--- src/rtl/tlb_napot_pkg.sv ---
// Shared types for the SV39 L1 TLB with Svnapot 64 KiB page support.
//   pte_t               : SV39 page table entry as stored in the TLB
//   tlb_napot_update_t  : PTW refill payload
//   tlb_napot_tag_t     : per-entry tag (validity, page size, VPN slices)
// 64 KiB NAPOT support in the TLB itself is enabled by defining TLB_NAPOT_EN.
package tlb_napot_pkg;

  localparam int unsigned VLEN       = 39;
  localparam int unsigned PPN_WIDTH  = 44;
  localparam int unsigned VPN_WIDTH  = 27;
  localparam int unsigned VPN_SLICE  = 9;
  localparam int unsigned ASID_MAX   = 16;
  localparam int unsigned NAPOT_BITS = 4;

  typedef struct packed {
    logic [9:0]           reserved;
    logic [PPN_WIDTH-1:0] ppn;
    logic [1:0]           rsw;
    logic                 d;
    logic                 a;
    logic                 g;
    logic                 u;
    logic                 x;
    logic                 w;
    logic                 r;
    logic                 v;
  } pte_t;

  typedef struct packed {
    logic                 valid;
    logic                 is_1G;
    logic                 is_2M;
    logic                 is_64K;
    logic [VPN_WIDTH-1:0] vpn;
    logic [ASID_MAX-1:0]  asid;
    pte_t                 content;
  } tlb_napot_update_t;

  typedef struct packed {
    logic                 valid;
    logic                 is_1G;
    logic                 is_2M;
    logic                 is_64K;
    logic [VPN_SLICE-1:0] vpn2;
    logic [VPN_SLICE-1:0] vpn1;
    logic [VPN_SLICE-1:0] vpn0;
  } tlb_napot_tag_t;

endpackage

--- src/rtl/tlb_plru_tree.sv ---
// Tree pseudo-LRU replacement for a power-of-two number of ways.
//   clk_i, rst_ni  : clock, asynchronous active-low reset
//   hit_i          : one-hot (or zero) way to mark most-recently used
//   fill_i         : one-hot (or zero) way being filled; applied after hit_i
//   replace_en_o   : one-hot victim way derived from the current tree
// Node bit b steers the victim search to child b (0 = lower half). Marking a way
// MRU writes every node on its path to point away from it.
module tlb_plru_tree #(
  parameter int unsigned ENTRIES = 8
) (
  input  logic               clk_i,
  input  logic               rst_ni,
  input  logic [ENTRIES-1:0] hit_i,
  input  logic [ENTRIES-1:0] fill_i,
  output logic [ENTRIES-1:0] replace_en_o
);

  localparam int unsigned LOG   = $clog2(ENTRIES);
  localparam int unsigned NODES = ENTRIES - 1;

  logic [NODES-1:0] tree_q;
  logic [NODES-1:0] tree_d;

  // Victim: the way whose whole path agrees with the stored steering bits.
  always_comb begin : victim_sel
    replace_en_o = '1;
    for (int unsigned i = 0; i < ENTRIES; i++) begin
      for (int unsigned lvl = 0; lvl < LOG; lvl++) begin
        if (tree_q[(1 << lvl) - 1 + (i >> (LOG - lvl))] != 1'(i >> (LOG - lvl - 1))) begin
          replace_en_o[i] = 1'b0;
        end
      end
    end
  end

  // Lookup hit path first, fill path last so the fill wins on shared nodes.
  always_comb begin : tree_next
    tree_d = tree_q;
    for (int unsigned i = 0; i < ENTRIES; i++) begin
      if (hit_i[i]) begin
        for (int unsigned lvl = 0; lvl < LOG; lvl++) begin
          tree_d[(1 << lvl) - 1 + (i >> (LOG - lvl))] = ~1'(i >> (LOG - lvl - 1));
        end
      end
    end
    for (int unsigned i = 0; i < ENTRIES; i++) begin
      if (fill_i[i]) begin
        for (int unsigned lvl = 0; lvl < LOG; lvl++) begin
          tree_d[(1 << lvl) - 1 + (i >> (LOG - lvl))] = ~1'(i >> (LOG - lvl - 1));
        end
      end
    end
  end

  always_ff @(posedge clk_i or negedge rst_ni) begin : tree_reg
    if (!rst_ni) begin
      tree_q <= '0;
    end else begin
      tree_q <= tree_d;
    end
  end

  assert property (@(posedge clk_i) disable iff (!rst_ni) $onehot(replace_en_o))
    else $error("replace_en_o not one-hot");

endmodule

--- src/rtl/tlb_napot.sv ---
// Fully associative SV39 L1 TLB with 4K / 64K (Svnapot) / 2M / 1G pages.
//   clk_i, rst_ni            : clock, asynchronous active-low reset
//   flush_i                  : SFENCE.VMA strobe, qualified by asid/vaddr_to_be_flushed_i
//   update_i                 : PTW refill written into the PLRU victim
//   lu_access_i              : qualifies a lookup hit for the PLRU update
//   lu_asid_i, lu_vaddr_i    : combinational lookup key
//   lu_content_o, lu_is_*_o  : hit PTE and page size (all zero on a miss)
//   lu_hit_o                 : lookup matched an entry
// Macro TLB_NAPOT_EN enables 64K matching, PPN patching and 64K-range flushes;
// without it a 64K refill is stored and treated as a plain 4K page.
module tlb_napot
  import tlb_napot_pkg::*;
#(
  parameter int unsigned TLB_ENTRIES = 8,
  parameter int unsigned ASID_WIDTH  = 1
) (
  input  logic                  clk_i,
  input  logic                  rst_ni,
  input  logic                  flush_i,
  input  tlb_napot_update_t     update_i,
  input  logic                  lu_access_i,
  input  logic [ASID_WIDTH-1:0] lu_asid_i,
  input  logic [VLEN-1:0]       lu_vaddr_i,
  input  logic [ASID_WIDTH-1:0] asid_to_be_flushed_i,
  input  logic [VLEN-1:0]       vaddr_to_be_flushed_i,
  output pte_t                  lu_content_o,
  output logic                  lu_is_64K_o,
  output logic                  lu_is_2M_o,
  output logic                  lu_is_1G_o,
  output logic                  lu_hit_o
);

  tlb_napot_tag_t        tag_q     [TLB_ENTRIES];
  tlb_napot_tag_t        tag_d     [TLB_ENTRIES];
  pte_t                  content_q [TLB_ENTRIES];
  pte_t                  content_d [TLB_ENTRIES];
  logic [ASID_WIDTH-1:0] asid_q    [TLB_ENTRIES];
  logic [ASID_WIDTH-1:0] asid_d    [TLB_ENTRIES];

  logic [TLB_ENTRIES-1:0] lu_hit;
  logic [TLB_ENTRIES-1:0] flush_inv;
  logic [TLB_ENTRIES-1:0] replace_en;
  logic [TLB_ENTRIES-1:0] plru_hit;
  logic [TLB_ENTRIES-1:0] plru_fill;
  logic [VPN_WIDTH-1:0]   lu_vpn;
  logic [VPN_WIDTH-1:0]   flush_vpn;
  logic                   refill_en;
  logic                   flush_asid_zero;
  logic                   flush_va_zero;
  tlb_napot_tag_t         new_tag;

  assign lu_vpn          = lu_vaddr_i[VLEN-1:12];
  assign flush_vpn       = vaddr_to_be_flushed_i[VLEN-1:12];
  assign refill_en       = update_i.valid & ~flush_i;
  assign flush_asid_zero = (asid_to_be_flushed_i == '0);
  assign flush_va_zero   = (vaddr_to_be_flushed_i == '0);

  // Page-offset bits and the unused upper ASID bits of the refill payload.
  logic unused_bits;
  assign unused_bits = ^{lu_vaddr_i[11:0], update_i.asid, update_i.is_64K};

  // Size-aware VPN compare; is_64K is only ever set when NAPOT support is built in.
  function automatic logic page_match(tlb_napot_tag_t t, logic [VPN_WIDTH-1:0] vpn);
    logic vpn0_eq;
    vpn0_eq = (t.vpn0 == vpn[8:0]) | (t.is_64K & (t.vpn0[8:NAPOT_BITS] == vpn[8:NAPOT_BITS]));
    return (t.vpn2 == vpn[26:18]) & (t.is_1G | ((t.vpn1 == vpn[17:9]) & (t.is_2M | vpn0_eq)));
  endfunction

  // Per-entry lookup match and flush selection.
  always_comb begin : match
    lu_hit    = '0;
    flush_inv = '0;
    for (int unsigned i = 0; i < TLB_ENTRIES; i++) begin
      lu_hit[i] = tag_q[i].valid & ((asid_q[i] == lu_asid_i) | content_q[i].g)
                  & page_match(tag_q[i], lu_vpn);
      if (flush_asid_zero) begin
        flush_inv[i] = flush_va_zero | page_match(tag_q[i], flush_vpn);
      end else begin
        flush_inv[i] = ~content_q[i].g & (asid_q[i] == asid_to_be_flushed_i)
                       & (flush_va_zero | page_match(tag_q[i], flush_vpn));
      end
    end
  end

  // Hit mux; the hit vector is at most one-hot so plain overwrite is safe.
  always_comb begin : lookup_out
    lu_hit_o     = 1'b0;
    lu_content_o = '0;
    lu_is_1G_o   = 1'b0;
    lu_is_2M_o   = 1'b0;
    lu_is_64K_o  = 1'b0;
    for (int unsigned i = 0; i < TLB_ENTRIES; i++) begin
      if (lu_hit[i]) begin
        lu_hit_o     = 1'b1;
        lu_content_o = content_q[i];
        lu_is_1G_o   = tag_q[i].is_1G;
        lu_is_2M_o   = tag_q[i].is_2M;
`ifdef TLB_NAPOT_EN
        lu_is_64K_o  = tag_q[i].is_64K;
`endif
      end
    end
`ifdef TLB_NAPOT_EN
    // Within a 64K page the low PPN bits follow the VA, the stored ones are ignored.
    if (lu_is_64K_o) begin
      lu_content_o.ppn[NAPOT_BITS-1:0] = lu_vpn[NAPOT_BITS-1:0];
    end
`endif
  end

  // Refill tag: resolve size flags by priority, align 64K VPNs.
  always_comb begin : refill_tag
    new_tag        = '0;
    new_tag.valid  = 1'b1;
    new_tag.is_1G  = update_i.is_1G;
    new_tag.is_2M  = ~update_i.is_1G & update_i.is_2M;
    new_tag.vpn2   = update_i.vpn[26:18];
    new_tag.vpn1   = update_i.vpn[17:9];
    new_tag.vpn0   = update_i.vpn[8:0];
`ifdef TLB_NAPOT_EN
    new_tag.is_64K = ~update_i.is_1G & ~update_i.is_2M & update_i.is_64K;
    if (new_tag.is_64K) begin
      new_tag.vpn0[NAPOT_BITS-1:0] = '0;
    end
`endif
  end

  // Entry next state: flush invalidates and drops any same-cycle refill.
  always_comb begin : entry_next
    tag_d     = tag_q;
    content_d = content_q;
    asid_d    = asid_q;
    if (flush_i) begin
      for (int unsigned i = 0; i < TLB_ENTRIES; i++) begin
        if (flush_inv[i]) begin
          tag_d[i].valid = 1'b0;
        end
      end
    end else if (update_i.valid) begin
      for (int unsigned i = 0; i < TLB_ENTRIES; i++) begin
        if (replace_en[i]) begin
          tag_d[i]     = new_tag;
          content_d[i] = update_i.content;
          asid_d[i]    = update_i.asid[ASID_WIDTH-1:0];
        end
      end
    end
  end

  always_ff @(posedge clk_i or negedge rst_ni) begin : entry_reg
    if (!rst_ni) begin
      for (int unsigned i = 0; i < TLB_ENTRIES; i++) begin
        tag_q[i]     <= '0;
        content_q[i] <= '0;
        asid_q[i]    <= '0;
      end
    end else begin
      tag_q     <= tag_d;
      content_q <= content_d;
      asid_q    <= asid_d;
    end
  end

  assign plru_hit  = lu_hit & {TLB_ENTRIES{lu_access_i}};
  assign plru_fill = replace_en & {TLB_ENTRIES{refill_en}};

  tlb_plru_tree #(
    .ENTRIES (TLB_ENTRIES)
  ) u_plru (
    .clk_i        (clk_i),
    .rst_ni       (rst_ni),
    .hit_i        (plru_hit),
    .fill_i       (plru_fill),
    .replace_en_o (replace_en)
  );

  if (TLB_ENTRIES < 2 || (TLB_ENTRIES & (TLB_ENTRIES - 1)) != 0) begin : g_bad_entries
    $error("TLB_ENTRIES must be a power of two >= 2");
  end
  if (ASID_WIDTH < 1 || ASID_WIDTH > ASID_MAX) begin : g_bad_asid
    $error("ASID_WIDTH out of range");
  end
  assert property (@(posedge clk_i) disable iff (!rst_ni) $onehot0(lu_hit))
    else $error("multiple TLB entries hit");

endmodule

--- config.mk ---
export PLATFORM = sky130hd
export DESIGN_NAME = tlb_napot
export DESIGN_NICKNAME = d
export VERILOG_FILES = /design/src/rtl/tlb_napot_pkg.sv /design/src/rtl/tlb_plru_tree.sv /design/src/rtl/tlb_napot.sv
export SDC_FILE = /design/constraint.sdc
export NUM_CORES = 2
export LEC_CHECK = 0
export BUFFER_PORTS_ARGS = -buffer_cell sky130_fd_sc_hd__clkbuf_2
export CORE_UTILIZATION = 31
export DETAILED_ROUTE_END_ITERATION = 10
export PLACE_DENSITY = 0.44
export SYNTH_ARGS = -nofsm -noshare
export SYNTH_HDL_FRONTEND = slang
export SYNTH_SLANG_ARGS = --single-unit
--- constraint.sdc ---
create_clock -name clk_i -period 3.1 [get_ports clk_i]
set_input_delay 0.465 -clock clk_i [delete_from_list [all_inputs] [get_ports clk_i]]
set_output_delay 0.465 -clock clk_i [all_outputs]
set_load 0.01 [all_outputs]
==> results.toml <==
[route]
remaining_drc_errors = 72
wire_per_inst_um = 25.0
finalWirelength_um = 137000
vias = 27869
viasPerCell = 5.09
drtPass1Iterations = 7
antenna_left = 0
drtIter0Drc = 1663

[placement]
dp_hpwl_um = 90700
io_buffers = 233
placed_area_um2 = 45300
gp_congestion = 0.814
dp_cells = 5259

[critical_path]
critPathKind = "reg2out"
cp_max_fo = 6
required_ns = 2.63
critPathCaptureType = "output pin"
worstPathArrival_ns = 3.44
rr_worst_depth = 9
crit_path_start_kind = "register"
endpoint = "lu_content_o[38]"
r2r_start = "tag_q[35]"
cp-startpoint = "tag_q[202]"
r2r_end = "tag_q[61]"
r2r_slack_ns = 0.36

[synthesis]
synth_cell_types = 72
yosysWarnings = 0
synth_area_per_cell_um2 = 12.1
syn_area_um2 = 38800
synth_edf_count = 0
synth_common_cells = "dfrtp_1, mux2_2, xnor2_1"
ys_seq_area_share_pct = 49.5
ys_seq_elements = 767
synth.largest_area_cell = "dfrtp_1"
yosys-top-cells-area = "dfrtp_1, mux2_2, xnor2_1"
synth_flop_cell = "dfrtp_1"
async_reset_ff_share_pct = 100
synth_top_cell_area_share_pct = 49.5
synthCells = 3191
synthesis.nets = 3386
yosysMostFrequentCell = "dfrtp_1"

[clock_tree]
cts_tree = "yes"
clk_transition_reported_paths_ns = 0.06
htree_levels = 3
cts_buffer_depth = 3
clock_sinks = 767
clk_latency_ns = 0.70
cts_root_buf = "clkbuf_16"
cts_buffers = 93

[job]
max_cap_violations = 0

[timing]
skew_ns = 0.0330
tightest_slew_ns = 0.750
hold_violations = 0
relSlewSlack_pct = 50.0
timing.final.crit_period_ns = 3.90
post-route-period-util_pct = 126
whs_ns = 0.111
slew_violations = 0
grt_setup_unrepaired = "yes"
setup_slack_ns = -0.805
final-setup-viol-count = 67
fmax_mhz = 256

[layout]
multi_input_area_um2 = 19500
fill_cells = 11816
utilization_pct = 40.6
drive_gt1_share_pct = 45.9
area_growth_syn_to_layout_pct = 29.8
seqCellArea_um2 = 19200
final_nets = 3952
final_area_um2 = 50300
fin_cells = 5474

[pwr]
leakage_nw = 22.0
powerDensity_nw_per_um2 = 834
ir_drop_v = 0.000497

[floorplanning]
die_x_um = 356
die_area_um2 = 126000
start_util_pct = 31.3
ioPinCount = 263
die_height_um = 356
core_area_um2 = 124000
placementRows = 129

[outcome]
violations = "DRC, setup timing"
status = "finished with violations"

[grt]
grt_max_degree = 83
grt_first_pass_wirelength_um = 201000
grt_pass1_vias = 29234
overflow = 0
grt_antenna_before_repair = 11
track_usage_pct = 21.5

[worst_hold_path]
hold_path.class = "in2reg"
-- kinds of logic after synthesis --
| logic type | Yosys count | synth area share, % |
|---|---|---|
| xor+xnor | 440 | 9.94 |
| simple gates | 498 | 6.44 |
| buf+inv | 280 | 3.48 |
| compound gates | 442 | 8.59 |
| mux | 763 | 22.0 |
| flops | 767 | 49.5 |
| other cells | 1 | 0.00968 |
-- layout by cell type, fill, tap and decap left out, types with 15 or more instances in the layout --
cell and n:
a211o_1 15, a21o_1 21, a21oi_1 24, a21oi_2 17, a221oi_2 25, and2_1 21
and3_1 34, buf_12 97, buf_2 31, buf_4 342, buf_6 21, clkbuf_1 33
clkbuf_16 100, clkbuf_2 189, clkbuf_8 25, dfrtp_1 766, inv_1 46, mux2_2 710
mux2i_1 46, nand2_1 158, nand3_1 20, nand4_1 43, nor2_1 76, nor4_1 45
o211a_1 20, o211ai_1 15, o21a_1 21, o21ai_0 60, o21ai_2 17, o221a_1 25
o221ai_1 16, o22ai_2 18, o31a_1 20, xnor2_1 236, xor2_1 187
-- where the power goes --
part | internal, W | total (W) | leakage [nW] | switching [W]
clock network | 0.00646 | 0.0110 | 1.49 | 0.00453
logic | 0.00743 | 0.0126 | 11.1 | 0.00518
registers | 0.0149 | 0.0183 | 9.40 | 0.00341
total | 0.0288 | 0.0420 | 22.0 | 0.0131
-- area by class of cell --
type / instances / area share, %
multi-input cells: 2145 / 38.7
flip-flops and latches: 767 / 38.2
repair buffers: 704 / 12.7
clock buffers: 152 / 5.63
well taps: 1637 / 4.07
clock inverters: 17 / 0.400
inverters: 46 / 0.343
diodes: 6 / 0.0298
-- metrics by stage --
stage	worst slack [ns]	setup TNS, ns	total power, W
2_1_floorplan	0.145	0	0.0254
3_3_place_gp	-1.02	-49.16	0.0303
3_5_place_dp	-0.942	-46.93	0.0306
4_1_cts	-0.957	-58.08	0.0421
5_1_grt	-0.946	-58.62	0.0445
6_report	-0.805	-49.31	0.0420
-- critical path, stage by stage (launching register included) --
cell	delay, ns
dfrtp_1	0.39
xor2_1	0.17
nor4_4	0.45
a31o_4	0.25
and3_4	0.26
buf_12	0.17
buf_12	0.13
buf_12	0.12
mux2i_1	0.07
o221a_1	0.21
o221a_1	0.24
o21ai_1	0.14
buf_2	0.15
-- how the worst min path moves through the flow --
stage,depth (start not counted),slack (ns),endpoint,startpoint
floorplan,0,0.17,asid_q[0],rst_ni
global placement,1,0.46,tag_q[43],rst_ni
detailed placement,1,0.46,tag_q[202],rst_ni
CTS,3,0.07,content_q[324],update_i[4]
global route,3,0.09,content_q[353],update_i[33]
finish,3,0.11,content_q[324],update_i[4]
-- metal layers --
| metal | track usage (%) | routed length [um] | vias to the layer above |
|---|---|---|---|
| met4 | 6.03 | 3490 | 8 |
| li1 | - | - | 12644 |
| met2 | 34.6 | 64200 | 510 |
| met5 | 0 | 49 | - |
| met3 | 3.32 | 5090 | 186 |
| met1 | 29.7 | 64000 | 14521 |
-- flip-flops by register name (all words and copies together), names as in the netlist --
| signal | flops |
|---|---|
| tag_q | 240 |
| asid_q | 8 |
| u_plru.tree_q | 7 |
| content_q | 512 |
-- what timing repair did --
action | CTS | global route
resized for setup | 139 | 171
endpoints found under the setup margin | 67 | 67
pin swaps | 56 | 68
gates cloned | 9 | 5
endpoints found under the hold margin | 33 | 0
hold buffers | 1 | 0
buffers inserted | 25 | 12
Note: power is estimated with default switching activity, not from simulation.
